### src/rtl/ring_meter_pkg.sv
// Shared types and sizing helpers for the ring oscillator frequency meter.
package ring_meter_pkg;

    typedef enum logic [1:0] {
        IDLE    = 2'd0,
        SETTLE  = 2'd1,
        MEASURE = 2'd2,
        DONE    = 2'd3
    } meter_state_t;

    localparam int DEF_GATE_CYCLES   = 1024;
    localparam int DEF_SETTLE_CYCLES = 16;
    localparam int DEF_CNT_W         = 16;

    // Timer must hold the larger of the two reload values (count - 1).
    function automatic int timer_width(input int gate_cycles, input int settle_cycles);
        int m;
        m = (gate_cycles > settle_cycles) ? gate_cycles : settle_cycles;
        return (m <= 1) ? 1 : $clog2(m);
    endfunction

endpackage

### src/rtl/ring_osc_freq_meter_sync.sv
// Multi-stage synchronizer for an asynchronous level with a one-cycle rise pulse.
module sync_rise_detect #(
    parameter int SYNC_STAGES = 2
) (
    input  logic clk,
    input  logic rst_n,
    input  logic async_i,
    output logic rise_o
);

    logic [SYNC_STAGES-1:0] sync_reg;
    logic                   prev_reg;

    generate
        for (genvar gi = 0; gi < SYNC_STAGES; gi++) begin : g_stage
            if (gi == 0) begin : g_first
                always_ff @(posedge clk or negedge rst_n) begin
                    if (!rst_n) sync_reg[gi] <= 1'b0;
                    else        sync_reg[gi] <= async_i;
                end
            end else begin : g_next
                always_ff @(posedge clk or negedge rst_n) begin
                    if (!rst_n) sync_reg[gi] <= 1'b0;
                    else        sync_reg[gi] <= sync_reg[gi-1];
                end
            end
        end
    endgenerate

    always_ff @(posedge clk or negedge rst_n) begin
        if (!rst_n) prev_reg <= 1'b0;
        else        prev_reg <= sync_reg[SYNC_STAGES-1];
    end

    // Both terms come from flops in this domain, so the pulse is clean.
    assign rise_o = sync_reg[SYNC_STAGES-1] & ~prev_reg;

endmodule

### src/rtl/ring_osc_freq_meter.sv
// Enables a ring oscillator, waits for it to settle, then counts its rising
// edges over a fixed gate window and reports the (saturating) count.
module ring_osc_freq_meter
    import ring_meter_pkg::*;
#(
    parameter int GATE_CYCLES   = DEF_GATE_CYCLES,
    parameter int SETTLE_CYCLES = DEF_SETTLE_CYCLES,
    parameter int CNT_W         = DEF_CNT_W,
    parameter int SYNC_STAGES   = 2
) (
    input  logic             clk,
    input  logic             rst_n,
    input  logic             start_i,
    output logic             osc_en_o,
    input  logic             osc_i,
    output logic             busy_o,
    output logic             done_o,
    output logic [CNT_W-1:0] count_o,
    output logic             ovf_o
);

    localparam int TW = timer_width(GATE_CYCLES, SETTLE_CYCLES);
    localparam logic [TW-1:0]    SETTLE_LOAD = TW'(SETTLE_CYCLES - 1);
    localparam logic [TW-1:0]    GATE_LOAD   = TW'(GATE_CYCLES - 1);
    localparam logic [CNT_W-1:0] CNT_MAX     = '1;

    meter_state_t     state_reg;
    logic [TW-1:0]    timer_reg;
    logic [CNT_W-1:0] edge_cnt_reg;
    logic [CNT_W-1:0] edge_cnt_next;
    logic             ovf_flag_reg;
    logic             ovf_flag_next;
    logic             rise;

    sync_rise_detect #(
        .SYNC_STAGES(SYNC_STAGES)
    ) u_sync (
        .clk    (clk),
        .rst_n  (rst_n),
        .async_i(osc_i),
        .rise_o (rise)
    );

    // Saturating count; an edge arriving at full scale only raises the flag.
    always_comb begin
        edge_cnt_next = edge_cnt_reg;
        ovf_flag_next = ovf_flag_reg;
        if (rise) begin
            if (edge_cnt_reg == CNT_MAX) ovf_flag_next = 1'b1;
            else                         edge_cnt_next = edge_cnt_reg + 1'b1;
        end
    end

    always_ff @(posedge clk or negedge rst_n) begin
        if (!rst_n) begin
            state_reg    <= IDLE;
            timer_reg    <= '0;
            edge_cnt_reg <= '0;
            ovf_flag_reg <= 1'b0;
            osc_en_o     <= 1'b0;
            busy_o       <= 1'b0;
            done_o       <= 1'b0;
            count_o      <= '0;
            ovf_o        <= 1'b0;
        end else begin
            case (state_reg)
                IDLE: begin
                    if (start_i) begin
                        state_reg <= SETTLE;
                        timer_reg <= SETTLE_LOAD;
                        osc_en_o  <= 1'b1;
                        busy_o    <= 1'b1;
                    end
                end
                SETTLE: begin
                    if (timer_reg == '0) begin
                        state_reg    <= MEASURE;
                        timer_reg    <= GATE_LOAD;
                        edge_cnt_reg <= '0;
                        ovf_flag_reg <= 1'b0;
                    end else begin
                        timer_reg <= timer_reg - TW'(1);
                    end
                end
                MEASURE: begin
                    edge_cnt_reg <= edge_cnt_next;
                    ovf_flag_reg <= ovf_flag_next;
                    if (timer_reg == '0) begin
                        // Use the next values so an edge in the final gate cycle counts.
                        state_reg <= DONE;
                        osc_en_o  <= 1'b0;
                        done_o    <= 1'b1;
                        count_o   <= edge_cnt_next;
                        ovf_o     <= ovf_flag_next;
                    end else begin
                        timer_reg <= timer_reg - TW'(1);
                    end
                end
                DONE: begin
                    state_reg <= IDLE;
                    done_o    <= 1'b0;
                    busy_o    <= 1'b0;
                end
                default: begin
                    state_reg <= IDLE;
                end
            endcase
        end
    end

endmodule

### config.mk
export PLATFORM = sky130hd
export DESIGN_NAME = ring_osc_freq_meter
export DESIGN_NICKNAME = d
export VERILOG_FILES = /design/src/rtl/ring_meter_pkg.sv /design/src/rtl/ring_osc_freq_meter_sync.sv /design/src/rtl/ring_osc_freq_meter.sv
export SDC_FILE = /design/constraint.sdc
export NUM_CORES = 1
export LEC_CHECK = 0
export CORE_ASPECT_RATIO = 0.5
export CORE_MARGIN = 4
export CORE_UTILIZATION = 45
export DETAILED_ROUTE_END_ITERATION = 8
export DONT_BUFFER_PORTS = 1
export GPL_ROUTABILITY_DRIVEN = 0
export GPL_TIMING_DRIVEN = 0
export MAX_ROUTING_LAYER = met4
export PLACE_DENSITY = 0.63
export SETUP_SLACK_MARGIN = 0.3
export SYNTH_ARGS = -nofsm -noshare
export SYNTH_HDL_FRONTEND = slang
export SYNTH_SLANG_ARGS = --single-unit
### constraint.sdc
create_clock -name clk -period 3 [get_ports clk]
set_clock_uncertainty 0.1 [all_clocks]
set_input_delay 0.9 -clock clk [delete_from_list [all_inputs] [get_ports clk]]
set_output_delay 0.9 -clock clk [all_outputs]
set_load 0.02 [all_outputs]
==> results.sh <==
export IMPL_hp_class="primary input to async pin"
export IMPL_postLayoutSetupSlackWorst_ps=629
export IMPL_cp_data_required_time_ps=3090
export IMPL_wl_per_cell_um=15.6
export IMPL_synthXorXnorAreaFrac_pct=3.04
export IMPL_critPathCaptureType="register"
export IMPL_fin_nets=334
export IMPL_rsz0062_at_grt="false"
export IMPL_r2r_end="count_o[6]"
export IMPL_clock_latency_ps=300
export IMPL_drive_above_1_share_pct=10.5
export IMPL_slew_headroom_pct=62.0
export IMPL_synth_cells=315
export IMPL_status="finished clean"
export IMPL_synth_distinct_cells=58
export IMPL_layout_common_cells="dfrtp_1 (52), nand2_1 (36), o21ai_0 (32)"
export IMPL_r2r_start="timer_reg[0]"
export IMPL_ioPinCount=24
export IMPL_tightestPinTransition_ps=570
export IMPL_yosysSeqAreaShare_pct=45.1
export IMPL_synthMuxAreaShare_pct=0
export IMPL_grtUsageTotal_pct=18.4
export IMPL_fin_crit_sh_pct=79.0
export IMPL_die_h_um=64.6
export IMPL_synthFlopType="dfrtp_1"
export IMPL_vias=2364
export IMPL_switchingPower_w=0.000390
export IMPL_synthTopCellsByArea="dfrtp_1 (45%), o21ai_0 (5.6%), a21oi_1 (5.0%), nand2_1 (4.7%), nor2_1 (3.5%)"
export IMPL_viasPerCell=5.72
export IMPL_hold_violations=0
export IMPL_p_clk_share_pct=41.4
export IMPL_antenna_found_initial=0
export IMPL_cts_sinks=52
export IMPL_synth_top_area_cell="dfrtp_1"
export IMPL_drc=0
export IMPL_power_frac_seq_pct=48.9
export IMPL_critical_path_arrival_ps=2460
export IMPL_grt_pass1_wl_mm=11.1
export IMPL_rrSetupSlack_ps=630
export IMPL_cts_buffers=5
export IMPL_synth_area_sq_um=2880
export IMPL_switching_share_pct=24.7
export IMPL_setup_tns_final_ps=0
export IMPL_diodes=0
export IMPL_h_tree_depth=2
export IMPL_core_area_sq_um=6130
export IMPL_synth_top_family_by_area="compound AO/OA/AOI/OAI gates"
export IMPL_ys_warnings_count=0
export IMPL_synth_compound_area_share_pct=23.1
export IMPL_portBuffers=0
export IMPL_rows=20
export IMPL_drv_cap=0
export IMPL_synth_area_per_cell_sq_um=9.16
export IMPL_drt_iter0_drc=95
export IMPL_setup_violations_final=0
export IMPL_tritoncts="yes"
export IMPL_reg2reg_depth=9
export IMPL_area_growth_synth_to_final_pct=10.0
export IMPL_grt_max_degree=53
export IMPL_die_w_um=121
export IMPL_syn_nets=325
export IMPL_post_place_ws_ps=498
export IMPL_period_needed_ps=2370
export IMPL_grt_overflow=0
export IMPL_synth_edf_count=0
export IMPL_fmax_mhz=422
export IMPL_p_comb_share_pct=9.7
export IMPL_synth_seq_cells=52
export IMPL_ir_drop_mv=0.301
export IMPL_dpl_hpwl_mm=4.52
export IMPL_ant_nets=0
export IMPL_grt_pass1_vias=2361
export IMPL_worst_setup_path_type="register to register"
export IMPL_initial_core_util_pct=47.0
export IMPL_p_per_area_nw_per_um2=499
export IMPL_wl_mm=6.44
export IMPL_cp_start_kind="register"
export IMPL_synth_simple_gate_area_share_pct=22.2
export IMPL_layout_commonest_cell="dfrtp_1"
export IMPL_drt_pass1_iterations=4
export IMPL_synth_adder_area_share_pct=2.60
export IMPL_synth_top_area_share_pct=45.1
export IMPL_worstPathMaxFanout=8
export IMPL_post_cts_resized=0
export IMPL_cts_max_path_buffers=2
export IMPL_power_internal_w=0.00119
export IMPL_cts_clk_slew_worst_paths_ps=70
export IMPL_report_final_slew_viol_count=0
export IMPL_leakage_nw=1.34
export IMPL_async_reset_ff_share_pct=100
export IMPL_die_area_sq_um=7830
export IMPL_root_buffer="clkbuf_16"
## through the flow
step / cells / power [W] / area [sq um] / hold WS, ps / utilization [%]
2_1_floorplan: 315 / 0.000899 / 2880 / 231 / -
3_3_place_gp: 403 / 0.000931 / 2990 / 232 / 48.8
3_5_place_dp: 403 / 0.000936 / 2990 / 236 / 48.8
4_1_cts: 411 / 0.00159 / 3160 / 183 / 51.5
5_1_grt: 413 / 0.00166 / 3170 / 174 / 51.8
6_report: 413 / 0.00158 / 3170 / 188 / 51.8
## per-layer routing
layer  wire, um  part of all wire (%)  GRT usage [%]  vias to the layer above
met3        298                   4.6           4.71                        9
met4         92                   1.4           6.42                        0
li1           -                     -              -                     1166
met1       3080                    48           23.1                     1161
met5          0                     0              -                        -
met2       2970                    46           29.2                       28
## final cells by class
class                   count  area [sq um]
repair buffers              2          15.0
multi-input cells         239          1470
well taps                  88           110
clock inverters             2          35.0
clock buffers               6           129
flip-flops and latches     52          1300
fillers                   600          2960
plain buffers              12          70.1
inverters                  12          45.0
## worst max-delay path: stages (launching register included)
cell	delay, ps
dfrtp_1	400
inv_1	100
ha_1	250
nor4b_4	210
buf_4	180
buf_4	120
nand3_4	110
nor2_1	480
o211ai_1	170
o21a_1	140
## power by group through the flow
stage                     clock [W]  combinational, W  sequential [W]
after detailed placement          0          0.000150        0.000785
final                      0.000655          0.000153        0.000774
after global placement            0          0.000148        0.000783
after global routing       0.000707          0.000171        0.000779
after CTS                  0.000669          0.000151        0.000772
after floorplan                   0          0.000123        0.000776
## synthesized netlist by cell type (all sizes together), types with 6 or more instances
| cell type | number |
|---|---|
| dfrtp | 52 |
| nand2 | 37 |
| o21ai | 36 |
| a21oi | 30 |
| nor2 | 28 |
| a31oi | 15 |
| inv | 12 |
| nand3 | 9 |
| nand4 | 8 |
| buf | 7 |
| nor3 | 7 |
| xnor2 | 7 |
| ha | 6 |
## worst max path at each step
stage	start	cells after the start	endpoint	slack, ps
2_1_floorplan	timer_reg[0]	7	edge_cnt_reg[1]	950
3_3_place_gp	timer_reg[0]	7	edge_cnt_reg[1]	540
3_5_place_dp	timer_reg[0]	7	edge_cnt_reg[1]	500
4_1_cts	timer_reg[0]	7	edge_cnt_reg[1]	480
5_1_grt	timer_reg[0]	9	count_o[6]	450
6_report	timer_reg[0]	9	count_o[6]	630
## kinds of logic after synthesis
logic type               count (synthesis)
AO/OA/AOI/OAI                          105
XOR/XNOR                                10
adder cells (fa/ha/maj)                  6
buffers and inverters                   24
flip-flops                              52
AND/OR/NAND/NOR                        118
## repair_timing
action | in CTS | in global routing
hold buffers | 0 | 0
buffers inserted | 0 | 2
endpoints found under the setup margin | 0 | 1
No activity file was read; power rests on OpenSTA's default activity.
